--- src/rtl/microondas_pkg.sv ---
// Shared types for the programmable microwave controller: state and step
// encodings, the mm:ss time record and conversions between mm:ss and seconds.
package microondas_pkg;

  localparam int MAX_STAGES = 4;

  typedef enum logic [1:0] {
    ST_IDLE   = 2'b00,
    ST_RUN    = 2'b01,
    ST_PAUSED = 2'b10,
    ST_DONE   = 2'b11
  } state_e;

  typedef enum logic [1:0] {
    STEP_1S  = 2'b00,
    STEP_10S = 2'b01,
    STEP_1M  = 2'b10,
    STEP_10M = 2'b11
  } step_e;

  typedef struct packed {
    logic [6:0] mins;
    logic [5:0] secs;
  } mmss_t;

  function automatic logic [12:0] step_secs(input step_e s);
    case (s)
      STEP_1S:  return 13'd1;
      STEP_10S: return 13'd10;
      STEP_1M:  return 13'd60;
      default:  return 13'd600;
    endcase
  endfunction

  function automatic logic [12:0] to_secs(input mmss_t t);
    return 13'(t.mins) * 13'd60 + 13'(t.secs);
  endfunction

  function automatic mmss_t from_secs(input logic [12:0] s);
    mmss_t r;
    r.mins = 7'(s / 13'd60);
    r.secs = 6'(s % 13'd60);
    return r;
  endfunction

  function automatic logic is_zero(input mmss_t t);
    return (t == '0);
  endfunction

endpackage

--- src/rtl/ctrl_microondas_prog_if.sv ---
// Front-panel bundle of the microwave controller: raw buttons and levels in,
// display and heater drive out.
interface ctrl_microondas_prog_if;
  logic       start;
  logic       stop;
  logic       pause;
  logic       mais;
  logic       menos;
  logic       porta;
  logic       sel_pot;
  logic [1:0] step_mode;
  logic [1:0] stage_sel;
  logic [6:0] min_out;
  logic [5:0] sec_out;
  logic [1:0] stage_out;
  logic [2:0] pot_out;
  logic [1:0] estado;
  logic       magnetron;
  logic       done;

  modport master (
    output start, stop, pause, mais, menos, porta, sel_pot, step_mode, stage_sel,
    input  min_out, sec_out, stage_out, pot_out, estado, magnetron, done
  );

  modport slave (
    input  start, stop, pause, mais, menos, porta, sel_pot, step_mode, stage_sel,
    output min_out, sec_out, stage_out, pot_out, estado, magnetron, done
  );
endinterface

--- src/rtl/edge_detector.sv ---
// Rising-edge detector: one-cycle registered pulse, one cycle after the input rises.
module edge_detector (
  input  logic clock,
  input  logic reset,
  input  logic btn_i,
  output logic pulse_o
);
  logic prev_q;
  logic pulse_q;

  // NOTE: sequential state uses non-blocking assignments so every register samples pre-edge values.
  always_ff @(posedge clock or posedge reset) begin
    if (reset) begin
      prev_q  <= 1'b0;
      pulse_q <= 1'b0;
    end else begin
      prev_q  <= btn_i;
      pulse_q <= btn_i & ~prev_q;
    end
  end

  assign pulse_o = pulse_q;
endmodule

--- src/rtl/ctrl_microondas_prog.sv ---
// Programmable multi-stage microwave controller: stage editing in IDLE,
// per-second countdown with stage chaining, door/pause handling and power duty cycle.
module ctrl_microondas_prog
  import microondas_pkg::*;
#(
  parameter int NUM_STAGES = 2,
  parameter int NUM_POT    = 5,
  parameter int MAX_MIN    = 99,
  parameter int TICK_DIV   = 100_000_000,
  parameter int BEEP_SEC   = 3
) (
  input logic                  clock,
  input logic                  reset,
  ctrl_microondas_prog_if.slave bus
);

  localparam int              PW         = (TICK_DIV > 1) ? $clog2(TICK_DIV) : 1;
  localparam int              BW         = (BEEP_SEC > 1) ? $clog2(BEEP_SEC) : 1;
  localparam logic [PW-1:0]   PRESC_LAST = PW'(TICK_DIV - 1);
  localparam logic [BW-1:0]   BEEP_LAST  = BW'(BEEP_SEC - 1);
  localparam logic [2:0]      POT_MAX    = 3'(NUM_POT - 1);
  localparam logic [12:0]     T_MAX      = 13'(MAX_MIN * 60 + 59);

  logic start_p, stop_p, pause_p, mais_p, menos_p;

  edge_detector u_ed_start (.clock(clock), .reset(reset), .btn_i(bus.start), .pulse_o(start_p));
  edge_detector u_ed_stop  (.clock(clock), .reset(reset), .btn_i(bus.stop),  .pulse_o(stop_p));
  edge_detector u_ed_pause (.clock(clock), .reset(reset), .btn_i(bus.pause), .pulse_o(pause_p));
  edge_detector u_ed_mais  (.clock(clock), .reset(reset), .btn_i(bus.mais),  .pulse_o(mais_p));
  edge_detector u_ed_menos (.clock(clock), .reset(reset), .btn_i(bus.menos), .pulse_o(menos_p));

  state_e        state_q, state_d;
  logic [1:0]    stage_q, stage_d;
  logic [1:0]    edit_q, edit_d;
  mmss_t         work_q, work_d;
  mmss_t         prog_q [MAX_STAGES];
  mmss_t         prog_d [MAX_STAGES];
  logic [2:0]    pot_q  [MAX_STAGES];
  logic [2:0]    pot_d  [MAX_STAGES];
  logic [PW-1:0] presc_q, presc_d;
  logic [2:0]    duty_q, duty_d;
  logic [BW-1:0] beep_q, beep_d;
  logic          mag_q, mag_d;

  logic          tick;
  logic          any_nz;
  logic [1:0]    first_nz;
  logic          has_next;
  logic [1:0]    next_nz;
  logic [12:0]   t_cur, t_step, t_adj;
  mmss_t         work_dec;

  assign tick = (presc_q == PRESC_LAST);

  // Lowest programmed stage overall and lowest one after the active stage.
  always_comb begin
    any_nz   = 1'b0;
    first_nz = 2'd0;
    has_next = 1'b0;
    next_nz  = 2'd0;
    for (int i = MAX_STAGES - 1; i >= 0; i--) begin
      if (i < NUM_STAGES && !is_zero(prog_q[i])) begin
        any_nz   = 1'b1;
        first_nz = 2'(i);
        if (i > int'(stage_q)) begin
          has_next = 1'b1;
          next_nz  = 2'(i);
        end
      end
    end
  end

  always_comb begin
    t_cur  = to_secs(prog_q[edit_q]);
    t_step = step_secs(step_e'(bus.step_mode));
    if (mais_p) t_adj = (t_cur + t_step > T_MAX) ? T_MAX : t_cur + t_step;
    else        t_adj = (t_cur < t_step) ? 13'd0 : t_cur - t_step;

    work_dec = work_q;
    if (work_q.secs != 6'd0) begin
      work_dec.secs = work_q.secs - 6'd1;
    end else if (work_q.mins != 7'd0) begin
      work_dec.mins = work_q.mins - 7'd1;
      work_dec.secs = 6'd59;
    end
  end

  // NOTE: every next-state variable gets its hold value first, so no path can infer a latch.
  always_comb begin
    state_d = state_q;
    stage_d = stage_q;
    edit_d  = edit_q;
    work_d  = work_q;
    prog_d  = prog_q;
    pot_d   = pot_q;
    presc_d = presc_q;
    duty_d  = duty_q;
    beep_d  = beep_q;

    unique case (state_q)
      ST_IDLE: begin
        presc_d = '0;
        duty_d  = '0;
        beep_d  = '0;
        if (int'(bus.stage_sel) < NUM_STAGES) edit_d = bus.stage_sel;
        if (stop_p) begin
          for (int i = 0; i < MAX_STAGES; i++) begin
            prog_d[i] = '0;
            pot_d[i]  = POT_MAX;
          end
        end else if (start_p && !bus.porta && any_nz) begin
          state_d = ST_RUN;
          stage_d = first_nz;
          work_d  = prog_q[first_nz];
        end else if (mais_p ^ menos_p) begin
          if (bus.sel_pot) begin
            if (mais_p && pot_q[edit_q] != POT_MAX)      pot_d[edit_q] = pot_q[edit_q] + 3'd1;
            else if (menos_p && pot_q[edit_q] != 3'd0)   pot_d[edit_q] = pot_q[edit_q] - 3'd1;
          end else begin
            prog_d[edit_q] = from_secs(t_adj);
          end
        end
      end

      ST_RUN: begin
        if (stop_p) begin
          state_d = ST_IDLE;
        end else if (pause_p || bus.porta) begin
          state_d = ST_PAUSED;
        end else begin
          presc_d = tick ? '0 : presc_q + PW'(1);
          if (tick) begin
            duty_d = (duty_q == POT_MAX) ? 3'd0 : duty_q + 3'd1;
            work_d = work_dec;
            // A stage hitting 0:00 hands over in the same cycle.
            if (is_zero(work_dec)) begin
              if (has_next) begin
                stage_d = next_nz;
                work_d  = prog_q[next_nz];
              end else begin
                state_d = ST_DONE;
                beep_d  = '0;
              end
            end
          end
        end
      end

      ST_PAUSED: begin
        if (stop_p)                                    state_d = ST_IDLE;
        else if ((start_p || pause_p) && !bus.porta)   state_d = ST_RUN;
      end

      ST_DONE: begin
        if (stop_p) begin
          state_d = ST_IDLE;
        end else begin
          presc_d = tick ? '0 : presc_q + PW'(1);
          if (tick) begin
            if (beep_q == BEEP_LAST) state_d = ST_IDLE;
            else                     beep_d  = beep_q + BW'(1);
          end
        end
      end
    endcase

    mag_d = (state_d == ST_RUN) && (duty_d <= pot_q[stage_d]);
  end

  always_ff @(posedge clock or posedge reset) begin
    if (reset) begin
      state_q <= ST_IDLE;
      stage_q <= 2'd0;
      edit_q  <= 2'd0;
      work_q  <= '0;
      presc_q <= '0;
      duty_q  <= '0;
      beep_q  <= '0;
      mag_q   <= 1'b0;
      // NOTE: the stage program is a small register file that must come up cleared, so it is reset like any other state.
      for (int i = 0; i < MAX_STAGES; i++) begin
        prog_q[i] <= '0;
        pot_q[i]  <= POT_MAX;
      end
    end else begin
      state_q <= state_d;
      stage_q <= stage_d;
      edit_q  <= edit_d;
      work_q  <= work_d;
      presc_q <= presc_d;
      duty_q  <= duty_d;
      beep_q  <= beep_d;
      mag_q   <= mag_d;
      prog_q  <= prog_d;
      pot_q   <= pot_d;
    end
  end

  logic [1:0] disp_stage;
  assign disp_stage    = (state_q == ST_IDLE) ? edit_q : stage_q;
  assign bus.stage_out = disp_stage;
  assign bus.min_out   = (state_q == ST_IDLE) ? prog_q[edit_q].mins : work_q.mins;
  assign bus.sec_out   = (state_q == ST_IDLE) ? prog_q[edit_q].secs : work_q.secs;
  assign bus.pot_out   = pot_q[disp_stage];
  assign bus.estado    = state_q;
  assign bus.done      = (state_q == ST_DONE);
  // Door opening cuts the heater without waiting for the state change.
  assign bus.magnetron = mag_q & ~bus.porta;

endmodule

--- src/flat_wrapper.sv ---
// flat-port wrapper written by rule: the top's interface ports become plain ports
module ctrl_microondas_prog_flat import microondas_pkg::*;
#(
  parameter int NUM_STAGES = 2,
  parameter int NUM_POT    = 5,
  parameter int MAX_MIN    = 99,
  parameter int TICK_DIV   = 100_000_000,
  parameter int BEEP_SEC   = 3
)
  (clock, reset, bus_start, bus_stop, bus_pause, bus_mais, bus_menos, bus_porta, bus_sel_pot, bus_step_mode, bus_stage_sel, bus_min_out, bus_sec_out, bus_stage_out, bus_pot_out, bus_estado, bus_magnetron, bus_done);
  ctrl_microondas_prog_if bus_i ();
  input logic clock;
  input logic reset;
  input wire logic [$bits(bus_i.start)-1:0] bus_start;
  input wire logic [$bits(bus_i.stop)-1:0] bus_stop;
  input wire logic [$bits(bus_i.pause)-1:0] bus_pause;
  input wire logic [$bits(bus_i.mais)-1:0] bus_mais;
  input wire logic [$bits(bus_i.menos)-1:0] bus_menos;
  input wire logic [$bits(bus_i.porta)-1:0] bus_porta;
  input wire logic [$bits(bus_i.sel_pot)-1:0] bus_sel_pot;
  input wire logic [$bits(bus_i.step_mode)-1:0] bus_step_mode;
  input wire logic [$bits(bus_i.stage_sel)-1:0] bus_stage_sel;
  output wire logic [$bits(bus_i.min_out)-1:0] bus_min_out;
  output wire logic [$bits(bus_i.sec_out)-1:0] bus_sec_out;
  output wire logic [$bits(bus_i.stage_out)-1:0] bus_stage_out;
  output wire logic [$bits(bus_i.pot_out)-1:0] bus_pot_out;
  output wire logic [$bits(bus_i.estado)-1:0] bus_estado;
  output wire logic [$bits(bus_i.magnetron)-1:0] bus_magnetron;
  output wire logic [$bits(bus_i.done)-1:0] bus_done;
  assign bus_i.start = bus_start;
  assign bus_i.stop = bus_stop;
  assign bus_i.pause = bus_pause;
  assign bus_i.mais = bus_mais;
  assign bus_i.menos = bus_menos;
  assign bus_i.porta = bus_porta;
  assign bus_i.sel_pot = bus_sel_pot;
  assign bus_i.step_mode = bus_step_mode;
  assign bus_i.stage_sel = bus_stage_sel;
  assign bus_min_out = bus_i.min_out;
  assign bus_sec_out = bus_i.sec_out;
  assign bus_stage_out = bus_i.stage_out;
  assign bus_pot_out = bus_i.pot_out;
  assign bus_estado = bus_i.estado;
  assign bus_magnetron = bus_i.magnetron;
  assign bus_done = bus_i.done;
  ctrl_microondas_prog #(.NUM_STAGES(NUM_STAGES), .NUM_POT(NUM_POT), .MAX_MIN(MAX_MIN), .TICK_DIV(TICK_DIV), .BEEP_SEC(BEEP_SEC)) u_core (.clock(clock), .reset(reset), .bus(bus_i));
endmodule
--- config.mk ---
export PLATFORM = sky130hd
export DESIGN_NAME = ctrl_microondas_prog_flat
export DESIGN_NICKNAME = d
export VERILOG_FILES = /design/src/rtl/microondas_pkg.sv /design/src/rtl/ctrl_microondas_prog_if.sv /design/src/rtl/edge_detector.sv /design/src/rtl/ctrl_microondas_prog.sv /design/src/flat_wrapper.sv
export SDC_FILE = /design/constraint.sdc
export NUM_CORES = 1
export LEC_CHECK = 0
export ABC_CLOCK_PERIOD_IN_PS = 28400
export BUFFER_PORTS_ARGS = -buffer_cell sky130_fd_sc_hd__buf_2
export CAP_MARGIN = 25
export CORE_MARGIN = 1
export CORE_UTILIZATION = 50
export DETAILED_ROUTE_END_ITERATION = 7
export PLACE_DENSITY = 0.77
export SLEW_MARGIN = 25
export SYNTH_ARGS = -nofsm -noshare
export SYNTH_HDL_FRONTEND = slang
export SYNTH_SLANG_ARGS = --single-unit
--- constraint.sdc ---
create_clock -name clock -period 28.4 [get_ports clock]
set_clock_uncertainty 0.2 [all_clocks]
set_input_delay 1.42 -clock clock [delete_from_list [all_inputs] [get_ports clock]]
set_output_delay 1.42 -clock clock [all_outputs]
set_load 0.005 [all_outputs]
==> flow_metrics.tcl <==
set metrics [dict create \
    r2r_cells 31 \
    cts_buffer_depth 2 \
    syn_area_per_cell_sq_um 8.430 \
    setup_tns_ns 0 \
    hp-class "register to register" \
    cp_max_fo 26 \
    hold_viol_final 0 \
    whs_path_depth 1 \
    whs_ns 0.1924 \
    arrival_ns 10.48 \
    clk_latency_ns 0.42 \
    htreeDepth 4 \
    critPathCaptureType "register" \
    dp_slack_ns 18.22 \
    drt-initial-drc-count 1056 \
    gr-total-overflow 0 \
    num_rows 53 \
    die_h_microns 149.1 \
    initial_utilization 0.5129 \
    syn-num-nets 1358 \
    yosys_warnings 0 \
    crit_type "register to register" \
    synthFlopType "dfrtp_1" \
    ys_async_sr_fraction 1.000 \
    ctsResizeCount 0 \
    syn_inst 1283 \
    cts_hold_buf 0 \
    cts_buffers 17 \
    drc 0 \
    clock.fmax_mhz 96.39 \
    rsz0062_at_grt "false" \
    grt_antenna_before_repair 0 \
    slew_headroom 0.2541 \
    synth_area_sq_um 10820 \
    holdPathEnd "u_core.u_ed_menos.pulse_o" \
    drv_slew 0 \
    fin_crit_sh 0.3653 \
    vias 10127 \
    final_net_count 1368 \
    worst_pin_slew_ns 1.103 \
    cts_tree "built" \
    cap_violations 0 \
    rr_endpoint "u_core.prog_q[28]" \
    ys_seq_area_frac 0.2920 \
    ios 35 \
    drt_first_pass_iters 5 \
    synth_edf_count 0 \
    ys_seq_elements 126 \
    antenna_cells 0 \
    critPathRequiredTime_ns 28.51 \
    grt_usage 0.2763 \
    grt_max_degree 85 \
    core-area_sq_um 21090 \
    fillers 1862 \
    final.min_clock_period_ns 10.37 \
    min-delay-start "u_core.u_ed_menos.prev_q" \
    portBuffers 34 \
    r2r-start "u_core.edit_q[0]" \
    die_w_microns 149.1 \
    fin_util 0.5562 \
    r2r_setup_slack_ns 18.03 \
    post-cts-setup-buffer-count 0 \
    grt_pass1_wl_microns 48690 \
    area_delta_synth_final_pct 8.445 \
    crit_slowest_cell "a211oi_2" \
    start_kind "register" \
    place_congestion 0.9999 \
    clockRootBuffer "clkbuf_16" \
    drive_gt1_frac 0.1072 \
    grt_pass1_vias 9260 \
    drt_wl_total_microns 30300 \
    dp_hpwl_microns 22660 \
    via_per_inst 6.405 \
    clk_pin_slew_ns 0.06 \
    clock_sinks 126 \
    die-area_sq_um 22220 \
    finalWorstSetupSlack_ns 18.03 \
    wl_per_cell_microns 19.17 \
    setup_viol 0 \
    status "finished, final reports clean" \
    slowest_delay_ns 0.65 \
    ys_types 103 \
    antenna_left 0 \
]
==> area by class of cell <==
class                   instances  area, sq um  area share
flip-flops and latches        126         3158      0.2693
well taps                     275        344.1     0.02934
repair buffers                 40        219.0     0.01867
clock buffers                  21        450.4     0.03840
inverters                      76        287.8     0.02454
clock inverters                11        92.59    0.007894
multi-input cells            1032         7177      0.6119
==> stage by stage <==
| stage | cell area [sq um] | std cells |
|---|---|---|
| after global routing | 11730 | 1581 |
| after detailed placement | 11170 | 1549 |
| after floorplan | 10820 | 1283 |
| after global placement | 11150 | 1547 |
| final | 11730 | 1581 |
| after CTS | 11720 | 1581 |
==> cells by family after synthesis <==
family | synth area share
and+or+nand+nor | 0.2159
DFF | 0.2920
xor gates and xnor gates | 0.04292
AOI/OAI and AO/OA | 0.2656
adders and majority gates | 0.08330
buffers and inverters | 0.04558
muxes | 0.05472
==> worst max path at each step <==
stage	startpoint	end	slack, ns	cells after the start
after floorplan	u_core.edit_q[1]	u_core.prog_q[15]	18.81	34
after global placement	u_core.edit_q[0]	u_core.prog_q[41]	18.60	31
after detailed placement	u_core.edit_q[0]	u_core.prog_q[4]	18.22	31
after CTS	u_core.edit_q[0]	u_core.prog_q[4]	18.16	31
after global routing	u_core.edit_q[0]	u_core.prog_q[17]	17.24	31
final	u_core.edit_q[0]	u_core.prog_q[28]	18.03	31
==> placed cells by master (no fill, tap or decap), types with 32 or more instances in the layout <==
master / Yosys / layout
buf_2: 1 / 34
inv_1: 76 / 75
a21oi_1: 67 / 67
xnor2_1: 32 / 32
ha_1: 48 / 48
o21ai_0: 96 / 92
nand2_1: 145 / 145
nand3_1: 39 / 39
dfrtp_1: 122 / 122
nor2_1: 122 / 121
==> registers in the layout, indices dropped and copies added, names as in the netlist <==
register                   cells
u_core.beep_q                  2
u_core.bus.estado              2
u_core.duty_q                  3
u_core.edit_q                  2
u_core.mag_q                   1
u_core.pot_q                  12
u_core.presc_q                27
u_core.prog_q                 52
u_core.stage_q                 2
u_core.u_ed_mais.prev_q        1
u_core.u_ed_mais.pulse_o       1
u_core.u_ed_menos.prev_q       1
u_core.u_ed_menos.pulse_o      1
u_core.u_ed_pause.prev_q       1
u_core.u_ed_pause.pulse_o      1
u_core.u_ed_start.prev_q       1
u_core.u_ed_start.pulse_o      1
u_core.u_ed_stop.prev_q        1
u_core.u_ed_stop.pulse_o       1
u_core.work_q                 13
==> worst max-delay path, delay by kind of cell, from the launching register on <==
kind	cells	cell delay, ns
DFF	1	0.33
and+or+nand+nor	6	2.01
muxes	4	1.60
buffers and inverters	4	0.56
adders and majority gates	5	2.36
AOI/OAI and AO/OA	11	3.02
xor gates and xnor gates	1	0.14
==> per-layer routing <==
metal,track usage,vias to the layer above,wire length (microns)
li1,-,4755,-
met1,0.4026,4848,13790
met2,0.4133,467,13460
met3,0.05810,57,2451
met4,0.07245,0,599
met5,0,-,0
==> synth_stat cells (15+ instances only) <==
master / n / area [sq um]
a22o_1: 30 / 262.8
ha_1: 48 / 600.6
nand3_1: 39 / 195.2
nand2_1: 145 / 544.3
xnor2_1: 32 / 280.3
o21ai_0: 96 / 480.5
a21oi_1: 67 / 335.3
nor2_1: 122 / 457.9
dfrtp_1: 122 / 3053
and2_1: 18 / 112.6
nor2b_1: 20 / 125.1
a211oi_1: 19 / 142.6
mux2i_1: 15 / 150.1
mux4_2: 16 / 360.4
o21ai_1: 16 / 80.08
inv_1: 76 / 285.3
xor2_1: 21 / 183.9
clkbuf_1: 41 / 153.9
and3_1: 16 / 100.1
nor3_1: 30 / 150.1
Power is left out: the tool's default activity adds up to more than one toggle a clock period on the data nets, which glitch-free logic cannot reach.
